**config.mk**
```make
export PLATFORM = sky130hd
export DESIGN_NAME = npu_config_loader_flat
export DESIGN_NICKNAME = d
export VERILOG_FILES = /design/src/rtl/npu_config_loader_if.sv /design/src/rtl/npu_config_loader.sv /design/src/flat_wrapper.sv
export SDC_FILE = /design/constraint.sdc
export NUM_CORES = 1
export LEC_CHECK = 0
export CORE_MARGIN = 2
export CORE_UTILIZATION = 50
export CTS_CLUSTER_SIZE = 14
export DETAILED_ROUTE_END_ITERATION = 16
export MAX_ROUTING_LAYER = met4
export PLACE_DENSITY = 0.78
export SYNTH_ARGS = -nofsm -noshare
export SYNTH_HDL_FRONTEND = slang
export SYNTH_SLANG_ARGS = --single-unit
```
**constraint.sdc**
```tcl
create_clock -name CLK -period 2 [get_ports CLK]
set_input_delay 0.2 -clock CLK [delete_from_list [all_inputs] [get_ports CLK]]
set_output_delay 0.2 -clock CLK [all_outputs]
set_load 0.05 [all_outputs]
```
**src/rtl/npu_config_loader_if.sv**
```systemverilog
// Configuration-path bundle between the NPU config loader, the config FIFO,
// the NPU state machine count registers and the weight memory write port.
interface npu_config_loader_if #(
    parameter int unsigned WADDR_W = 10,
    parameter int unsigned DATA_W  = 16
);
    logic               npu_state_config;
    logic               npu_config_fifo_empty;
    logic [DATA_W-1:0]  npu_config_fifo_dout;
    logic               npu_config_fifo_read_en;
    logic [DATA_W-1:0]  npu_state_data_in;
    logic               npu_state_input_reg_enable;
    logic               npu_state_output_reg_enable;
    logic               npu_weight_wr_en;
    logic [WADDR_W-1:0] npu_weight_wr_addr;
    logic [DATA_W-1:0]  npu_weight_wr_data;
    logic               npu_cfg_busy;
    logic               npu_cfg_error;

    // Loader side
    modport master (
        input  npu_state_config,
        input  npu_config_fifo_empty,
        input  npu_config_fifo_dout,
        output npu_config_fifo_read_en,
        output npu_state_data_in,
        output npu_state_input_reg_enable,
        output npu_state_output_reg_enable,
        output npu_weight_wr_en,
        output npu_weight_wr_addr,
        output npu_weight_wr_data,
        output npu_cfg_busy,
        output npu_cfg_error
    );

    // FIFO / state machine / weight memory side
    modport slave (
        output npu_state_config,
        output npu_config_fifo_empty,
        output npu_config_fifo_dout,
        input  npu_config_fifo_read_en,
        input  npu_state_data_in,
        input  npu_state_input_reg_enable,
        input  npu_state_output_reg_enable,
        input  npu_weight_wr_en,
        input  npu_weight_wr_addr,
        input  npu_weight_wr_data,
        input  npu_cfg_busy,
        input  npu_cfg_error
    );
endinterface

```
**src/rtl/npu_config_loader.sv**
```systemverilog
// Drains config FIFO command words, decodes them into state-machine count loads
// and weight-memory writes. One word decoded per cycle; outputs are registered.
module npu_config_loader #(
    parameter int unsigned WADDR_W = 10,
    parameter int unsigned DATA_W  = 16
) (
    input logic             CLK,
    input logic             RST,
    npu_config_loader_if.master bus
);

    typedef enum logic [1:0] {StHdr, StArgIn, StArgOut, StWgt} state_e;

    state_e             state_q;
    logic               rd_valid_q;
    logic [WADDR_W-1:0] waddr_q;
    logic [11:0]        wgt_rem_q;
    logic [DATA_W-1:0]  data_in_q;
    logic               in_en_q;
    logic               out_en_q;
    logic               wr_en_q;
    logic [WADDR_W-1:0] wr_addr_q;
    logic [DATA_W-1:0]  wr_data_q;
    logic               error_q;

    logic               read_en;
    logic [DATA_W-1:0]  word;
    logic [3:0]         opcode;
    logic [11:0]        field;

    assign read_en = bus.npu_state_config & ~bus.npu_config_fifo_empty;
    assign word    = bus.npu_config_fifo_dout;
    assign opcode  = word[15:12];
    assign field   = word[11:0];

    always_ff @(posedge CLK) begin
        if (RST) begin
            state_q    <= StHdr;
            rd_valid_q <= 1'b0;
            waddr_q    <= '0;
            wgt_rem_q  <= '0;
            data_in_q  <= '0;
            in_en_q    <= 1'b0;
            out_en_q   <= 1'b0;
            wr_en_q    <= 1'b0;
            wr_addr_q  <= '0;
            wr_data_q  <= '0;
            error_q    <= 1'b0;
        end else begin
            rd_valid_q <= read_en;
            in_en_q    <= 1'b0;
            out_en_q   <= 1'b0;
            wr_en_q    <= 1'b0;
            // A returned word is consumed even if config has since dropped.
            if (rd_valid_q) begin
                unique case (state_q)
                    StHdr: begin
                        case (opcode)
                            4'h0: state_q <= StHdr;
                            4'h1: state_q <= StArgIn;
                            4'h2: state_q <= StArgOut;
                            4'h3: begin
                                wgt_rem_q <= field;
                                state_q   <= (field != 12'd0) ? StWgt : StHdr;
                            end
                            4'h4: waddr_q <= field[WADDR_W-1:0];
                            default: error_q <= 1'b1;
                        endcase
                    end
                    StArgIn: begin
                        data_in_q <= word;
                        in_en_q   <= 1'b1;
                        state_q   <= StHdr;
                    end
                    StArgOut: begin
                        data_in_q <= word;
                        out_en_q  <= 1'b1;
                        state_q   <= StHdr;
                    end
                    StWgt: begin
                        wr_en_q   <= 1'b1;
                        wr_data_q <= word;
                        wr_addr_q <= waddr_q;
                        waddr_q   <= waddr_q + WADDR_W'(1);
                        wgt_rem_q <= wgt_rem_q - 12'd1;
                        if (wgt_rem_q == 12'd1) begin
                            state_q <= StHdr;
                        end
                    end
                endcase
            end
        end
    end

    assign bus.npu_config_fifo_read_en     = read_en;
    assign bus.npu_state_data_in           = data_in_q;
    assign bus.npu_state_input_reg_enable  = in_en_q;
    assign bus.npu_state_output_reg_enable = out_en_q;
    assign bus.npu_weight_wr_en            = wr_en_q;
    assign bus.npu_weight_wr_addr          = wr_addr_q;
    assign bus.npu_weight_wr_data          = wr_data_q;
    assign bus.npu_cfg_busy                = (state_q != StHdr) | rd_valid_q;
    assign bus.npu_cfg_error               = error_q;

endmodule

```
**src/flat_wrapper.sv**
```systemverilog
// flat-port wrapper written by rule: the top's interface ports become plain ports
module npu_config_loader_flat 
#(
    parameter int unsigned WADDR_W = 10,
    parameter int unsigned DATA_W  = 16
)
  (CLK, RST, bus_npu_state_config, bus_npu_config_fifo_empty, bus_npu_config_fifo_dout, bus_npu_config_fifo_read_en, bus_npu_state_data_in, bus_npu_state_input_reg_enable, bus_npu_state_output_reg_enable, bus_npu_weight_wr_en, bus_npu_weight_wr_addr, bus_npu_weight_wr_data, bus_npu_cfg_busy, bus_npu_cfg_error);
  npu_config_loader_if #(.WADDR_W(WADDR_W), .DATA_W(DATA_W)) bus_i ();
  input logic CLK;
  input logic RST;
  input wire logic [$bits(bus_i.npu_state_config)-1:0] bus_npu_state_config;
  input wire logic [$bits(bus_i.npu_config_fifo_empty)-1:0] bus_npu_config_fifo_empty;
  input wire logic [$bits(bus_i.npu_config_fifo_dout)-1:0] bus_npu_config_fifo_dout;
  output wire logic [$bits(bus_i.npu_config_fifo_read_en)-1:0] bus_npu_config_fifo_read_en;
  output wire logic [$bits(bus_i.npu_state_data_in)-1:0] bus_npu_state_data_in;
  output wire logic [$bits(bus_i.npu_state_input_reg_enable)-1:0] bus_npu_state_input_reg_enable;
  output wire logic [$bits(bus_i.npu_state_output_reg_enable)-1:0] bus_npu_state_output_reg_enable;
  output wire logic [$bits(bus_i.npu_weight_wr_en)-1:0] bus_npu_weight_wr_en;
  output wire logic [$bits(bus_i.npu_weight_wr_addr)-1:0] bus_npu_weight_wr_addr;
  output wire logic [$bits(bus_i.npu_weight_wr_data)-1:0] bus_npu_weight_wr_data;
  output wire logic [$bits(bus_i.npu_cfg_busy)-1:0] bus_npu_cfg_busy;
  output wire logic [$bits(bus_i.npu_cfg_error)-1:0] bus_npu_cfg_error;
  assign bus_i.npu_state_config = bus_npu_state_config;
  assign bus_i.npu_config_fifo_empty = bus_npu_config_fifo_empty;
  assign bus_i.npu_config_fifo_dout = bus_npu_config_fifo_dout;
  assign bus_npu_config_fifo_read_en = bus_i.npu_config_fifo_read_en;
  assign bus_npu_state_data_in = bus_i.npu_state_data_in;
  assign bus_npu_state_input_reg_enable = bus_i.npu_state_input_reg_enable;
  assign bus_npu_state_output_reg_enable = bus_i.npu_state_output_reg_enable;
  assign bus_npu_weight_wr_en = bus_i.npu_weight_wr_en;
  assign bus_npu_weight_wr_addr = bus_i.npu_weight_wr_addr;
  assign bus_npu_weight_wr_data = bus_i.npu_weight_wr_data;
  assign bus_npu_cfg_busy = bus_i.npu_cfg_busy;
  assign bus_npu_cfg_error = bus_i.npu_cfg_error;
  npu_config_loader #(.WADDR_W(WADDR_W), .DATA_W(DATA_W)) u_core (.CLK(CLK), .RST(RST), .bus(bus_i));
endmodule
```
==> key figures, run 1 <==
Placement
  – # placed instances: around 560
  – Final Wtd Congestion: a little over 0.9
  – DP Wirelength: roughly 6600 µm
  – I/O Buffers: 67

Setup path
  – Critical path type: flop to flop
  – Slowest stage delay, CP: roughly 0.4 ns
  – Crit path cell chain: inv_1, ha_1, buf_4, mux2i_2, buf_4, nand3_1, a31o_2
  – Worst Path Required: between 2 and 2.5 ns
  – CP Data Arrival Time: 2.09 ns
  – Worst R2R Path Depth: 7
  – Crit path top cell by count: buf_4
  – Worst Path Max Fanout: 7
  – Reg2Reg Setup Slack: 0.16 ns
  – Slowest CP cell: dfxtp_1
  – Crit start category: flop
  – Crit. End Element: flop
  – Crit-path leading delay family: buffers and inverters
  – Worst path bufs/invs: 3
  – RR Startpoint: u_core.state_q[0]
  – RR Endpoint: u_core.wgt_rem_q[3]

Final layout
  – Share of layout cells above drive strength 1: between 10% and 20%
  – Antenna diodes: 0
  – Synth-to-Final Area Change: 32.56%
  – Filler cells: between 500 and 600
  – NumNets Final: 520
  – Final Util: about 70%
  – Finished Layout Cells: 575

Floorplan
  – Die ar.: 7268 µm²
  – IO Pins: 68
  – Starting Density: 51.98%
  – Die width: around 85 µm
  – Rows: 29
  – Die height: between 80 and 90 µm
  – Core area: 6350 µm²

Run
  – Maxcap violations: 0

Power and ir drop
  – Psw: 680.6 µW
  – Internal Power: 2115 µW
  – PwrDens: ~640 nW/µm²
  – Maximum VDD drop: 0.0004641 V
  – Sw frac: 24.34%
  – Tot Pwr: around 2800 µW
  – Flop pwr share: between 50 and 60%
  – Clk pwr share: 41.5%
  – Leak: 0.001479 µW
  – Part of the power in combinational logic: 7.6%

GRT
  – Total congestion overflow: 0
  – Initial antenna violation count: 0
  – First-pass GRT wire length: 15700 µm
  – Total track usage: about 28%
  – Pin count of the biggest net entering global routing: between 60 and 70
  – Vias in the first global route: 3127

Yosys
  – Synth warnings: 0
  – Mapped Area: between 3000 and 4000 µm²
  – Mean Syn Cell Area: around 7.9 µm²
  – Commonest cells in the netlist: 105 x nand2_1, 71 x dfxtp_1, 55 x a21oi_1
  – Post-synth EDFFs: 0
  – Top FF cell, synth: dfxtp_1
  – Post-synth cell types: between 50 and 60
  – Most frequent cell after synthesis: nand2_1
  – Syn_nets: approximately 440
  – Sequential fraction of the synthesis area: between 40 and 50%
  – Cell taking the most area after synthesis: dfxtp_1
  – Gate Count Post-Synth: 416
  – Yosys top cell area share: a little over two fifths
  – Ys async rst share: 0%
  – Synth area leaders: dfxtp_1 43%, nand2_1 12%, a21oi_1 8.3%
  – Seq cells post-synth: between 70 and 80

CTS
  – Clk_lat worst skew: 0.36 ns
  – CTS tree: yes
  – # Post-CTS Setup Buffers: 0
  – CTS buffer count: 9
  – Post-cts sizing count: 0
  – Hold-fix buffers at CTS: 0
  – Clock transition at path regs: roughly 0.08 ns
  – Htree depth: 3
  – Clock Path Buffers: 2
  – # clock sinks: between 70 and 80
  – Clk root buf: clkbuf_8

Timing
  – Unrepaired setup endpoints after global routing: no
  – Final setup vio count: 0
  – Setup TNS: 0 ns
  – Fin Hold WS: roughly 0.34 ns
  – Fin crit share: between 90 and 100%
  – Worst Tran Pin Value: about 0.60 ns
  – Setup Skew: around 0.0083 ns
  – Fin crit period: around 1.8 ns
  – Final Hold Vio Count: 0
  – Max Slew Vio Count: 0
  – Rel. slew slack: between 60% and 70%
  – Max Freq: ~0.54 GHz

Detailed routing
  – Drt via density: about 6
  – First-pass detailed-route iteration total: 5
  – WL final: approximately 9600 µm
  – Vias: 3423
  – Initial DRC count: around 250
  – Antenna viol nets, final: 0
  – Post-DR wirelength/cell: 16.64 µm
  – DRC Markers: 0

Min path
  – Hold Path Cell Cnt: 3
  – Hold EP: u_core.bus.npu_weight_wr_addr[5]
  – Hold path start: RST
  – Hold Crit Class: primary input to flop

Status
  – Outcome: finished, final reports clean
-- flip-flops by register name (all words and copies together) (netlist names) --
register and count:
u_core.bus.npu_weight_wr_en 1, u_core.bus.npu_weight_wr_addr 10, u_core.state_q 2, u_core.rd_valid_q 1, u_core.bus.npu_state_data_in 16, u_core.waddr_q 10
u_core.bus.npu_cfg_error 1, u_core.bus.npu_weight_wr_data 16, u_core.bus.npu_state_output_reg_enable 1, u_core.bus.npu_state_input_reg_enable 1, u_core.wgt_rem_q 12
-- cell usage in the layout, fill, tap and decap left out, types with 6 or more instances in the layout --
cell type        instances
o31ai_1                  6
ha_1                     7
a31oi_1                  8
a21oi_1                 55
nand4_1                  6
clkdlybuf4s50_1         64
o32ai_1                  7
nand2_1                105
clkbuf_8                10
dfxtp_1                 71
nand3_1                 11
nor2b_1                 11
o21ai_0                  7
nor2_1                  14
buf_4                   28
inv_1                   11
-- metal layers --
layer	track usage (%)	routed length [µm]	vias to the layer above
li1	-	-	1640
met1	38.11	4310	1584
met2	40.63	4346	172
met3	6.226	661	27
met4	9.812	250	0
met5	-	0	-
-- power by group through the flow --
stage / Clock [µW] / Combinational, µW / Sequential [µW]
after floorplan: 0 / 86.0 / 1460
after global routing: 1240 / 225 / 1420
final: 1160 / 213 / 1420
after global placement: 0 / 206 / 1460
after CTS: 1170 / 209 / 1420
after detailed placement: 0 / 208 / 1460
-- cells by family (layout without fill, tap and decap cells) --
group | Yosys count | after routing | share of synthesized area (%)
AND/OR/NAND/NOR | 176 | 176 | 24.72
multiplexers | 4 | 4 | 1.365
flip-flops | 71 | 71 | 43.06
AO/OA/AOI/OAI | 118 | 118 | 23.43
adder cells (fa/ha/maj) | 7 | 7 | 2.653
buffers and inverters | 40 | 122 | 4.777
-- how the worst max path moves through the flow --
stage	endpoint	from	depth (start not counted)
final	u_core.wgt_rem_q[3]	u_core.state_q[0]	7
after global routing	u_core.wgt_rem_q[11]	u_core.state_q[0]	6
after CTS	u_core.wgt_rem_q[3]	u_core.state_q[0]	7
after detailed placement	u_core.waddr_q[3]	bus_npu_config_fifo_dout[12]	7
after global placement	u_core.waddr_q[3]	bus_npu_config_fifo_dout[12]	7
after floorplan	u_core.waddr_q[9]	u_core.state_q[0]	8
-- stage by stage --
step | setup slack [ns] | area, µm²
floorplan | 0.2006 | 3301
global placement | 0.04964 | 4177
detailed placement | 0.02099 | 4177
CTS | 0.1968 | 4375
global route | 0.06533 | 4375
finish | 0.1604 | 4375
-- layout make-up --
| type | count | area [µm²] | area share [%] |
|---|---|---|---|
| Sequential cell | 71 | 1421 | 32.48 |
| Inverter | 11 | 41.29 | 0.9437 |
| Clock buffer | 11 | 141.4 | 3.231 |
| Tap cell | 77 | 96.34 | 2.202 |
| Clock inverter | 5 | 57.56 | 1.315 |
| Multi-Input combinational cell | 305 | 1722 | 39.35 |
| Timing Repair Buffer | 95 | 895.9 | 20.47 |
-- tightest hold or removal path: stages --
cell     delay [ns]
buf_2          0.12
buf_12         0.19
a21oi_1        0.13
Note: power is estimated with default switching activity, not from simulation.
==> inputs of run 2 (changes only) <==
--- a/config.mk
+++ b/config.mk
@@ -6,11 +6,11 @@
 export NUM_CORES = 1
 export LEC_CHECK = 0
 export CORE_MARGIN = 2
-export CORE_UTILIZATION = 50
+export CORE_UTILIZATION = 46
 export CTS_CLUSTER_SIZE = 14
 export DETAILED_ROUTE_END_ITERATION = 16
 export MAX_ROUTING_LAYER = met4
-export PLACE_DENSITY = 0.78
+export PLACE_DENSITY = 0.76
 export SYNTH_ARGS = -nofsm -noshare
 export SYNTH_HDL_FRONTEND = slang
 export SYNTH_SLANG_ARGS = --single-unit
==> constraint.sdc (replaced) <==
create_clock -name CLK -period 1.65 [get_ports CLK]
set_input_delay 0.165 -clock CLK [delete_from_list [all_inputs] [get_ports CLK]]
set_output_delay 0.165 -clock CLK [all_outputs]
set_load 0.05 [all_outputs]
==> key figures, run 2 (synthesized netlist as in run 1, its figures left out) <==
Status
  – Outcome: finished with violations
  – Failing checks: setup timing

CTS
  – CTS buffer count: 9 (unchanged)
  – # clock sinks: 71 (unchanged)
  – Clock Path Buffers: 2 (unchanged)
  – CTS tree: yes
  – Hold-fix buffers at CTS: 0 (unchanged)
  – Clock transition at path regs: 0.08 ns (about the same)
  – Htree depth: 3 (unchanged)
  – Clk_lat worst skew: 0.34 ns (-0.02 ns)
  – Clk root buf: clkbuf_8

Floorplan
  – Die height: 88.71 µm (+4.1%)
  – Rows: 30 (+3.4%)
  – Core area: 6869 µm² (+8.2%)
  – Die ar.: 7869 µm² (+8.3%)
  – Die width: 88.71 µm (+4.1%)
  – Starting Density: 48.05% (-3.9 points)
  – IO Pins: 68 (unchanged)

GRT
  – First-pass GRT wire length: 16040 µm (+2.2%)
  – Met1 Use GR: 33.75% (-4.4 points)
  – Vias in the first global route: 3254 (+4.1%)
  – Total track usage: 27.37% (-0.50 points)
  – Met2 Usage GRT: 44.57% (+3.9 points)
  – Met3 GRT Util: 5.131% (-1.1 points)
  – Busiest grt layer: met2
  – Total congestion overflow: 0 (unchanged)
  – Pin count of the biggest net entering global routing: 27 (-61%)
  – Initial antenna violation count: 0 (unchanged)

Power and ir drop
  – Tot Pwr: 3228 µW (+15%)
  – Flop pwr share: 53.4% (+2.5 points)
  – Part of the power in combinational logic: 9.7% (+2.1 points)
  – Psw: 829.0 µW (+22%)
  – PwrDens: 672.3 nW/µm² (+5.2%)
  – Maximum VDD drop: 0.0004585 V (-1.2%)
  – Leak: 0.001962 µW (+33%)
  – Internal Power: 2399 µW (+13%)
  – Clk pwr share: 36.9% (-4.6 points)
  – Sw frac: 25.68% (+1.3 points)

Setup path
  – Critical path type: flop to flop
  – CP Data Arrival Time: 1.89 ns (-0.20 ns)
  – Worst Path Max Fanout: 4 (-3)
  – Crit start category: flop
  – Crit. End Element: flop
  – RR Startpoint: u_core.wgt_rem_q[3]
  – Worst Setup SP: u_core.wgt_rem_q[3]
  – Worst Path Required: 1.87 ns (-0.38 ns)

Final layout
  – Post-route cell area: 4801 µm² (+9.7%)
  – Finished Layout Cells: 634 (+10%)
  – Synth-to-Final Area Change: 45.45%
  – Share of layout cells above drive strength 1: 27.88% (+16 points)
  – Most common cell after layout, fill and taps aside: nand2_1
  – Filler cells: 539 (+3.5%)
  – Antenna diodes: 0 (unchanged)
  – NumNets Final: 561 (+7.9%)
  – Most frequent cells in the layout: 103 x nand2_1, 90 x buf_4, 66 x dfxtp_1

Timing
  – Setup ws final: -0.02427 ns (-0.1847 ns)
  – Setup Skew: 0.009746 ns (+0.001484 ns)
  – Setup TNS: -0.03027 ns (-0.03027 ns)
  – Fin crit period: 1.674 ns (-0.1653 ns)
  – Rel. slew slack: 64.82% (+4.8 points)
  – Max Freq: 0.5973 GHz (+9.9%)
  – Unrepaired setup endpoints after global routing: yes
  – Final setup vio count: 3 (+3)
  – Worst Tran Pin Value: 0.5297 ns (-0.06861 ns)
  – Final Hold Vio Count: 0 (unchanged)
  – Max Slew Vio Count: 0 (unchanged)
  – Fin crit share: 101.5% (+9.5 points)

Placement
  – Final Wtd Congestion: 0.9613 (+5.8%)
  – # placed instances: 610 (+9.1%)
  – Pre-CTS setup slack: -0.2246 ns (-0.2456 ns)
  – DP Wirelength: 7311 µm (+10%)
  – I/O Buffers: 67 (unchanged)
  – Cell Area, Placed: 4418 µm² (+5.8%)

Run
  – Maxcap violations: 0 (unchanged)

Detailed routing
  – Antenna viol nets, final: 0 (unchanged)
  – Post-DR wirelength/cell: 16.66 µm (+0.11%)
  – Initial DRC count: 235 (-4.9%)
  – WL final: 10560 µm (+10%)
  – DRC Markers: 0 (unchanged)
  – Vias: 3618 (+5.7%)
  – First-pass detailed-route iteration total: 4 (-1)
  – Drt via density: 5.707 (-4.1%)

Min path
  – Hold path start: RST
  – Hold Crit Class: primary input to flop
[run 2: changes by cell type in the layout (fill, tap and decap cells not counted), sizes merged]
cell,before,now
inv,11,10
dlygate4sd2,0,9
dlymetal6s2s,0,8
clkdlybuf4s50,64,21
buf,31,98
clkinv,1,3
clkbuf,11,10
bufinv,1,0
[run 2: cell type report]
cell class                      count  area, µm²  area share [%]
Clock inverter                      5      35.03          0.7297
Sequential cell                    71       1430           29.79
Clock buffer                       10      127.6           2.658
Timing Repair Buffer              136       1184           24.65
Inverter                           11      51.30           1.069
Tap cell                           96      120.1           2.502
Multi-Input combinational cell    305       1853           38.60
[run 2: path summary, 6_finish.rpt]
path	to	slack (ns)	cells past startpoint
max reg2reg	u_core.wgt_rem_q[7]	-0.02	4
min reg2reg	u_core.bus.npu_weight_wr_data[4]	0.45	2
max	u_core.wgt_rem_q[7]	-0.02	4
min	u_core.waddr_q[7]	0.13	2
[run 2: power by group through the flow]
stage	combinational (µW)	sequential (µW)	clock, µW
global placement	282	1760	0
floorplan	107	1770	0
detailed placement	283	1760	0
global route	329	1720	1280
finish	313	1720	1190
CTS	292	1720	1220
[run 2: worst max-delay path: stages, from the launching register on]
cell and delay [ns]:
dfxtp_2 0.35, or4_4 0.59, o31a_1 0.27, o311ai_2 0.24, o31ai_2 0.11
[run 2: repair_timing]
| item | 4_1_cts | 5_1_grt |
|---|---|---|
| resized for setup | 22 | 33 |
| cloned | 1 | 0 |
| pin swaps | 1 | 7 |
| endpoints found under the setup margin | 22 | 34 |
| hold endpoints to repair | 0 | 0 |
| setup buffers | 0 | 8 |
[run 2: layer usage]
metal  share of wire [%]  routed length (µm)  vias up
li1                    -                   -     1718
met1                  42                4485     1749
met2                  50                5327      133
met3                 5.2                 552       18
met4                 1.8                 195        0
met5                   0                   0        -
[run 2: per-stage QoR]
step,utilization [%],hold slack [ns]
after CTS,67.45,0.1233
after global placement,64.32,0.4433
after detailed placement,64.32,0.4473
final,69.89,0.1315
after global routing,69.89,0.1185
after floorplan,-,0.3010
